[src/rtl/stack_arbiter.sv]
// stack_arbiter
//   Two-port round-robin front end for a single push/pop LIFO. Each
//   transaction runs IDLE -> EXEC -> DONE. In IDLE the winner and its op are
//   latched, and the strobe is registered so that it is driven during EXEC.
//   Occupancy moves at the edge that closes EXEC, and the ack is given in DONE.
//   The stack's own reset must be the inverse of `reset`. Its contents then
//   agree with `count` after any reset, including one in mid-transaction.
// Ports
//   clk, reset          clock, async active-low reset
//   reqN/opN/dinN       requester N: request, op (1=push, 0=pop), push data
//   ackN                one-cycle completion pulse to requester N
//   rdata, err          popped data / rejection flag, valid in the ack cycle only
//   count, full, empty  occupancy
//   fault               sticky: stack flagged an error on a legal op
//   stk_*               strobes/data to the stack, top-of-stack and error from it
module stack_arbiter #(
   parameter int WIDTH = 8,
   parameter int DEPTH = 16
) (
   input  logic                       clk,
   input  logic                       reset,
   input  logic                       req0,
   input  logic                       req1,
   input  logic                       op0,
   input  logic                       op1,
   input  logic [WIDTH-1:0]           din0,
   input  logic [WIDTH-1:0]           din1,
   output logic                       ack0,
   output logic                       ack1,
   output logic [WIDTH-1:0]           rdata,
   output logic                       err,
   output logic [$clog2(DEPTH+1)-1:0] count,
   output logic                       full,
   output logic                       empty,
   output logic                       fault,
   output logic                       stk_push,
   output logic                       stk_pop,
   output logic [WIDTH-1:0]           stk_data_in,
   input  logic [WIDTH-1:0]           stk_data_out,
   input  logic                       stk_error
);
   localparam int CW = $clog2(DEPTH+1);
   localparam logic [CW-1:0] DEPTH_C = CW'(DEPTH);

   typedef enum logic [1:0] {IDLE, EXEC, DONE} state_t;
   state_t state_q, state_d;

   logic             win_q, win_d;          // winner id: 0 or 1
   logic             last_q, last_d;        // last-granted requester
   logic             err_q, err_d;          // latched rejection of current op
   logic             fault_q, fault_d;
   logic             stk_push_q, stk_push_d;
   logic             stk_pop_q, stk_pop_d;
   logic [WIDTH-1:0] stk_data_in_q, stk_data_in_d;
   logic [WIDTH-1:0] rdata_q, rdata_d;
   logic [CW-1:0]    count_q, count_d;

   // Round robin: requester 1 wins only when alone, or on a tie when 0 went last.
   logic             gnt1, w_op, legal;
   logic [WIDTH-1:0] w_din;
   assign gnt1  = req1 & (~req0 | ~last_q);
   assign w_op  = gnt1 ? op1  : op0;
   assign w_din = gnt1 ? din1 : din0;
   // count is stable from IDLE through EXEC, so legality can be decided at grant time.
   assign legal = w_op ? (count_q != DEPTH_C) : (count_q != '0);

   // ---- state register + datapath flops ----
   always_ff @(posedge clk or negedge reset) begin
      if (!reset) begin
         state_q       <= IDLE;
         win_q         <= 1'b0;
         last_q        <= 1'b1;
         err_q         <= 1'b0;
         fault_q       <= 1'b0;
         stk_push_q    <= 1'b0;
         stk_pop_q     <= 1'b0;
         stk_data_in_q <= '0;
         rdata_q       <= '0;
         count_q       <= '0;
      end else begin
         state_q       <= state_d;
         win_q         <= win_d;
         last_q        <= last_d;
         err_q         <= err_d;
         fault_q       <= fault_d;
         stk_push_q    <= stk_push_d;
         stk_pop_q     <= stk_pop_d;
         stk_data_in_q <= stk_data_in_d;
         rdata_q       <= rdata_d;
         count_q       <= count_d;
      end
   end

   // ---- next state ----
   always_comb begin
      state_d = state_q;
      case (state_q)
         IDLE:    if (req0 | req1) state_d = EXEC;
         EXEC:    state_d = DONE;
         DONE:    state_d = IDLE;
         default: state_d = IDLE;
      endcase
   end

   // ---- datapath next values ----
   always_comb begin
      win_d         = win_q;
      last_d        = last_q;
      err_d         = err_q;
      fault_d       = fault_q;
      stk_push_d    = stk_push_q;
      stk_pop_d     = stk_pop_q;
      stk_data_in_d = stk_data_in_q;
      rdata_d       = rdata_q;
      count_d       = count_q;
      case (state_q)
         IDLE: if (req0 | req1) begin
            win_d         = gnt1;
            stk_push_d    = w_op & legal;
            stk_pop_d     = ~w_op & legal;
            stk_data_in_d = (w_op & legal) ? w_din : '0;
            err_d         = ~legal;
         end
         EXEC: begin
            stk_push_d    = 1'b0;
            stk_pop_d     = 1'b0;
            stk_data_in_d = '0;
            // Strobes were only raised for legal ops, so no saturation check is needed here.
            if (stk_push_q)     count_d = count_q + CW'(1);
            else if (stk_pop_q) count_d = count_q - CW'(1);
            // The top-of-stack view is still the pre-pop value until this edge.
            rdata_d = stk_pop_q ? stk_data_out : '0;
         end
         DONE: begin
            last_d  = win_q;
            rdata_d = '0;
            // DONE is the cycle after the strobe; err_q=0 means a strobe was issued.
            if (!err_q && stk_error) fault_d = 1'b1;
         end
         default: ;
      endcase
   end

   // ---- outputs ----
   always_comb begin
      ack0        = (state_q == DONE) & ~win_q;
      ack1        = (state_q == DONE) &  win_q;
      err         = (state_q == DONE) & err_q;
      rdata       = (state_q == DONE) ? rdata_q : '0;
      count       = count_q;
      full        = (count_q == DEPTH_C);
      empty       = (count_q == '0);
      fault       = fault_q;
      stk_push    = stk_push_q;
      stk_pop     = stk_pop_q;
      stk_data_in = stk_data_in_q;
   end
endmodule

[config.mk]
export PLATFORM = sky130hd
export DESIGN_NAME = stack_arbiter
export DESIGN_NICKNAME = d
export VERILOG_FILES = /design/src/rtl/stack_arbiter.sv
export SDC_FILE = /design/constraint.sdc
export NUM_CORES = 1
export LEC_CHECK = 0
export ABC_AREA = 1
export ABC_CLOCK_PERIOD_IN_PS = 1650
export CAP_MARGIN = 40
export CORE_MARGIN = 4
export CORE_UTILIZATION = 30
export CTS_BUF_LIST = sky130_fd_sc_hd__clkbuf_8
export CTS_CLUSTER_SIZE = 24
export DETAILED_ROUTE_END_ITERATION = 10
export MAX_ROUTING_LAYER = met4
export PLACE_DENSITY = 0.6
export SLEW_MARGIN = 10
export SYNTH_ARGS = -nofsm -noshare
export SYNTH_HDL_FRONTEND = slang
export SYNTH_SLANG_ARGS = --single-unit
[constraint.sdc]
create_clock -name clk -period 1.65 [get_ports clk]
set_clock_uncertainty 0.15 [all_clocks]
set_input_delay 0.165 -clock clk [delete_from_list [all_inputs] [get_ports clk]]
set_output_delay 0.165 -clock clk [all_outputs]
set_load 0.01 [all_outputs]
==> results of run 1 <==
==> worst paths after layout <==
| kind | startpoint | endpoint |
|---|---|---|
| worst max-delay path | count[3] | count[3] |
| worst max register to register | count[2] | count[3] |
| worst min register to register | fault | fault |
| max in group asynchronous | reset | last_q |
| worst min-delay path | reset | rdata_q[2] |
| min in group clk | fault | fault |
==> worst register-to-register path, cell delays in order, from the launching register on <==
cell	delay [ps]
dfrtp_1	390
buf_4	150
ha_1	340
a21oi_1	200
nand3b_1	100
nand3_1	80
nand2_1	50
==> layout make-up <==
cell class,instances,area [sq um],area share
inverter,29,109,0.0420
timing repair buffer,85,751,0.290
tap,70,87.6,0.0338
multi-input combinational,142,816,0.315
clock buffer,7,96.3,0.0372
clock inverter,1,5.00,0.00193
sequential,29,727,0.281
==> cells by family after synthesis <==
family                     share of synthesized area
and+or+nand+nor                                0.334
buffers and inverters                         0.0849
DFF                                            0.440
AOI/OAI and AO/OA                             0.0622
adders and majority gates                     0.0576
xor gates and xnor gates                      0.0212
==> cell usage in the layout (no fill, tap or decap), drive strengths merged, types with 7 or more instances in the layout <==
| cell type | Yosys | layout |
|---|---|---|
| buf | 3 | 36 |
| clkbuf | 2 | 8 |
| clkdlybuf4s50 | 0 | 41 |
| dfrtp | 28 | 28 |
| inv | 29 | 29 |
| nand2 | 60 | 60 |
| nand3 | 34 | 34 |
| nand4 | 9 | 9 |
| nor2 | 7 | 7 |
| o21ai | 13 | 13 |
==> cells in the mapped netlist (3+ instances only) <==
| master | instances | area [sq um] |
|---|---|---|
| nand4_1 | 9 | 56.3 |
| nand3_1 | 33 | 165 |
| nor2_1 | 5 | 18.8 |
| dfrtp_1 | 28 | 701 |
| nand2_4 | 3 | 33.8 |
| a21oi_1 | 4 | 20.0 |
| o21ai_0 | 9 | 45.0 |
| o21ai_1 | 3 | 15.0 |
| ha_1 | 6 | 75.1 |
| inv_1 | 27 | 101 |
| nand2_1 | 56 | 210 |
| xnor2_1 | 3 | 26.3 |
==> power breakdown <==
part / leakage, nW / switching [mW] / total (mW) / internal, mW
logic: 0.970 / 1.26 / 2.45 / 1.19
registers: 0.375 / 0.199 / 1.23 / 1.03
clock network: 0.0542 / 0.270 / 0.646 / 0.376
==> flip-flops by register name, indices dropped and copies added (netlist names), 2 cells and up <==
signal       flops
rdata_q          8
stk_data_in      8
count            5
state_q          2
==> per-layer routing <==
metal | up-vias | wire length [um] | part of all wire | track usage
met2 | 46 | 1900 | 0.43 | 0.212
met5 | - | 0 | 0 | -
met1 | 719 | 2100 | 0.48 | 0.183
met3 | 8 | 306 | 0.070 | 0.0304
li1 | 843 | - | - | -
met4 | 0 | 73 | 0.017 | 0.0598
==> through the flow <==
| step | utilization | hold WS (ps) | area (sq um) |
|---|---|---|---|
| floorplan | - | -281 | 1650 |
| global placement | 0.475 | 290 | 2470 |
| detailed placement | 0.475 | 295 | 2470 |
| CTS | 0.498 | 134 | 2590 |
| global route | 0.498 | 163 | 2590 |
| finish | 0.498 | 125 | 2590 |
==> what timing repair did <==
action / CTS / global route
hold buffers: 0 / 0
gates cloned: 1 / 0
resized for setup: 45 / 19
endpoints found under the setup margin: 24 / 27
pin swaps: 2 / 0
setup buffers: 2 / 0
==> results.sh, run 1 <==
export IMPL_relSlewSlack=0.750
export IMPL_seq_area_frac_synth=0.440
export IMPL_synth_area_sq_mm=0.00165
export IMPL_dp_cells=352
export IMPL_startpoint_type="flip-flop"
export IMPL_required_ps=1330
export IMPL_rows=26
export IMPL_cts_path_max_buffers=2
export IMPL_cts_buffers=5
export IMPL_grt_pass1_vias=1541
export IMPL_drive_gt1_frac=0.222
export IMPL_io_pins=60
export IMPL_setup_violations=0
export IMPL_finalMaxSlewViolations=0
export IMPL_period_share=0.975
export IMPL_rsz0062_at_grt="false"
export IMPL_overflow=0
export IMPL_fin_cells=363
export IMPL_post_synth_num_cell_types=28
export IMPL_diodes=0
export IMPL_cts_sinks=29
export IMPL_synth_area_per_cell_sq_um=8.05
export IMPL_start_util=0.317
export IMPL_finalHoldViolCount=0
export IMPL_layout_nets=330
export IMPL_power_density_mw_per_mm2=1670
export IMPL_synthArstFlopShare=1.00
export IMPL_worstHoldPathType="input pin to async pin"
export IMPL_clk_latency_ps=280
export IMPL_synth_flop_cell="dfrtp_1"
export IMPL_num_vias=1616
export IMPL_syn_nets=243
export IMPL_gp_congestion=0.805
export IMPL_regToRegSetupSlack_ps=90
export IMPL_path_clk_slew_ps=60
export IMPL_vias_per_cell=4.45
export IMPL_worst_slew_pin_slew_ps=376
export IMPL_path_buf_inv=2
export IMPL_cpMaxStageDelayCell="clkdlybuf4s50_1"
export IMPL_fmax_mhz=621
export IMPL_ir_worst_vdd_uv=757
export IMPL_h_tree_depth=2
export IMPL_io_buffers=59
export IMPL_synth_edff_count=0
export IMPL_min_period_ps=1610
export IMPL_synth_seq_cells=29
export IMPL_worst_slack_ps=40.8
export IMPL_ff2ff_path_depth=6
export IMPL_yosysWarnings=0
export IMPL_path_depth=2
export IMPL_grt_start_max_net_pins=30
export IMPL_clockRootBuffer="clkbuf_8"
export IMPL_dieWidth_um=82.2
export IMPL_gr_usage_all_layers=0.141
export IMPL_p_total_mw=4.33
export IMPL_drt_wl_total_mm=4.38
export IMPL_drtIter0Drc=53
export IMPL_path_delay_family="buffers and inverters"
export IMPL_cp_max_fo=3
export IMPL_die_area_sq_mm=0.00675
export IMPL_path_cells="buf_4 -> clkdlybuf4s50_1"
export IMPL_grt_pass1_wl_mm=7.02
export IMPL_critPathArrivalTime_ps=1290
export IMPL_crit_type="flip-flop to output port"
export IMPL_leakage_nw=1.40
export IMPL_drc=0
export IMPL_post_place_ws_ps=-67.0
export IMPL_status="complete, no violations"
export IMPL_fin_tns_setup_ps=0
export IMPL_cap_viol_max_count=0
export IMPL_setup_worst_path_end_class="output port"
export IMPL_post_drt_wl_per_cell_um=12.1
export IMPL_num_fill_cells=543
export IMPL_first_pass_iters=4
export IMPL_dpl_hpwl_mm=3.28
export IMPL_slowest_delay_ps=530
export IMPL_netlist_instances=205
export IMPL_coreArea_sq_mm=0.00520
export IMPL_drtAntennaViolNets=0
export IMPL_area_growth_pct=57.0
export IMPL_cts_tree="yes"
export IMPL_die_h_um=82.2
export IMPL_antenna_found_initial=0
(Power assumes the default switching activity.)
==> inputs of run 2 (changes only) <==
--- a/config.mk
+++ b/config.mk
@@ -8,13 +8,15 @@
 export ABC_AREA = 1
 export ABC_CLOCK_PERIOD_IN_PS = 1650
 export CAP_MARGIN = 40
+export CELL_PAD_IN_SITES_DETAIL_PLACEMENT = 0
+export CELL_PAD_IN_SITES_GLOBAL_PLACEMENT = 1
 export CORE_MARGIN = 4
 export CORE_UTILIZATION = 30
 export CTS_BUF_LIST = sky130_fd_sc_hd__clkbuf_8
 export CTS_CLUSTER_SIZE = 24
 export DETAILED_ROUTE_END_ITERATION = 10
 export MAX_ROUTING_LAYER = met4
-export PLACE_DENSITY = 0.6
+export PLACE_DENSITY = 0.78
 export SLEW_MARGIN = 10
 export SYNTH_ARGS = -nofsm -noshare
 export SYNTH_HDL_FRONTEND = slang
==> results.sh, run 2 (same netlist as run 1, synthesis figures left out) <==
export IMPL_diodes=0
export IMPL_cp_max_fo=4
export IMPL_relSlewSlack=0.768
export IMPL_fin_tns_setup_ps=0
export IMPL_area_growth_pct=61.0
export IMPL_worst_slack_ps=56.9
export IMPL_cts_buffers=5
export IMPL_regToRegSetupSlack_ps=60
export IMPL_clk_latency_ps=280
export IMPL_grt_start_max_net_pins=30
export IMPL_grt_pass1_vias=1574
export IMPL_worstHoldPathType="input pin to async pin"
export IMPL_path_clk_slew_ps=60
export IMPL_coreArea_sq_mm=0.00520
export IMPL_final_common_cell="nand2_1"
export IMPL_first_pass_iters=4
export IMPL_p_total_mw=4.51
export IMPL_crit_type="flip-flop to flip-flop"
export IMPL_cts_sinks=29
export IMPL_die_h_um=82.2
export IMPL_post_drt_wl_per_cell_um=12.6
export IMPL_die_area_sq_mm=0.00675
export IMPL_gr_usage_all_layers=0.148
export IMPL_cpMaxStageDelayCell="dfrtp_1"
export IMPL_status="complete, no violations"
export IMPL_cts_tree="yes"
export IMPL_clockRootBuffer="clkbuf_8"
export IMPL_grt_pass1_wl_mm=7.31
export IMPL_vias_per_cell=4.55
export IMPL_critPathArrivalTime_ps=1620
export IMPL_final_cell_mix="54 x nand2_1, 40 x clkdlybuf4s50_1, 30 x nand3_1, 28 x dfrtp_1, 26 x inv_1"
export IMPL_layout_nets=330
export IMPL_drc=0
export IMPL_path_depth=6
export IMPL_io_buffers=59
export IMPL_fin_cells=363
export IMPL_worst_slew_pin_slew_ps=348
export IMPL_finalHoldViolCount=0
export IMPL_ff2ff_path_depth=6
export IMPL_drive_gt1_frac=0.253
export IMPL_setup_worst_path_end_class="flip-flop"
export IMPL_dpl_hpwl_mm=3.26
export IMPL_num_fill_cells=507
export IMPL_ir_worst_vdd_uv=861
export IMPL_min_period_ps=1590
export IMPL_dp_cells=350
export IMPL_path_buf_inv=1
export IMPL_antenna_found_initial=0
export IMPL_leakage_nw=1.40
export IMPL_start_util=0.317
export IMPL_cts_path_max_buffers=2
export IMPL_crit_end="count[3]"
export IMPL_io_pins=60
export IMPL_seq_area_sq_um=727
export IMPL_dieWidth_um=82.2
export IMPL_drtAntennaViolNets=0
export IMPL_setup_violations=0
export IMPL_multi_input_area_sq_um=868
export IMPL_period_share=0.966
export IMPL_power_density_mw_per_mm2=1700
export IMPL_path_cells="buf_4 -> ha_1 -> a21oi_2 -> nand3b_1 -> nand3_1 -> nand2_1"
export IMPL_fin_hold_ws_ps=91.5
export IMPL_num_vias=1653
export IMPL_regToRegEndpoint="count[3]"
export IMPL_rows=26
export IMPL_startpoint_type="flip-flop"
export IMPL_finalMaxSlewViolations=0
export IMPL_overflow=0
export IMPL_path_delay_family="flip-flops"
export IMPL_critPathLaunch="count[2]"
export IMPL_required_ps=1670
export IMPL_drtIter0Drc=68
export IMPL_cap_viol_max_count=0
export IMPL_h_tree_depth=2
export IMPL_gp_congestion=0.763
export IMPL_slowest_delay_ps=410
export IMPL_post_place_ws_ps=-75.1
export IMPL_reg2reg_from="count[2]"
export IMPL_fmax_mhz=628
export IMPL_drt_wl_total_mm=4.57
-- run 2: changes by cell type in the layout (fill, tap and decap cells not counted), moves of 2 or more --
cell and delta:
clkbuf_2 +4, a21oi_2 +2, a21oi_1 -2, buf_4 -3
inv_2 +2, ha_4 +2, nand3_1 -3, ha_1 -2
nand3_2 +3, buf_2 -2, buf_12 +3
-- run 2: what timing repair did --
item / in CTS / in global routing
pin swaps: 4 / 0
hold buffers: 0 / 0
cloned: 1 / 0
setup endpoints to repair: 25 / 32
hold endpoints to repair: 0 / 0
gates resized for setup: 48 / 30
setup buffers: 3 / 1
-- run 2: layout make-up --
cell class | count | area share
well taps | 70 | 0.0330
clock buffers | 6 | 0.0311
clock inverters | 2 | 0.00282
flip-flops and latches | 29 | 0.274
multi-input cells | 142 | 0.327
inverters | 29 | 0.0410
repair buffers | 85 | 0.292
-- run 2: metal layers --
metal | part of all wire | track usage
met5 | 0 | -
met4 | 0.0066 | 0.0498
met3 | 0.077 | 0.0510
met2 | 0.48 | 0.226
met1 | 0.44 | 0.182
-- run 2: how the worst min path moves through the flow --
| stage | startpoint | end | slack, ps | cells after the start |
|---|---|---|---|---|
| global route | reset | rdata_q[3] | 120 | 2 |
| finish | reset | rdata_q[3] | 90 | 2 |
| CTS | reset | rdata_q[3] | 90 | 2 |
| global placement | fault | fault | 290 | 1 |
| detailed placement | fault | fault | 300 | 1 |
| floorplan | reset | count[0] | -280 | 0 |
-- run 2: stage by stage --
step | utilization | cell area [sq um]
6_report | 0.511 | 2660
3_5_place_dp | 0.476 | 2480
3_3_place_gp | 0.476 | 2480
2_1_floorplan | - | 1650
4_1_cts | 0.510 | 2660
5_1_grt | 0.511 | 2660
-- run 2: power by group --
group          total (mW)  leakage, nW  switching (mW)  internal (mW)
Combinational        2.68        0.974            1.37           1.31
Clock               0.597       0.0538           0.270          0.327
Sequential           1.23        0.375           0.200           1.03
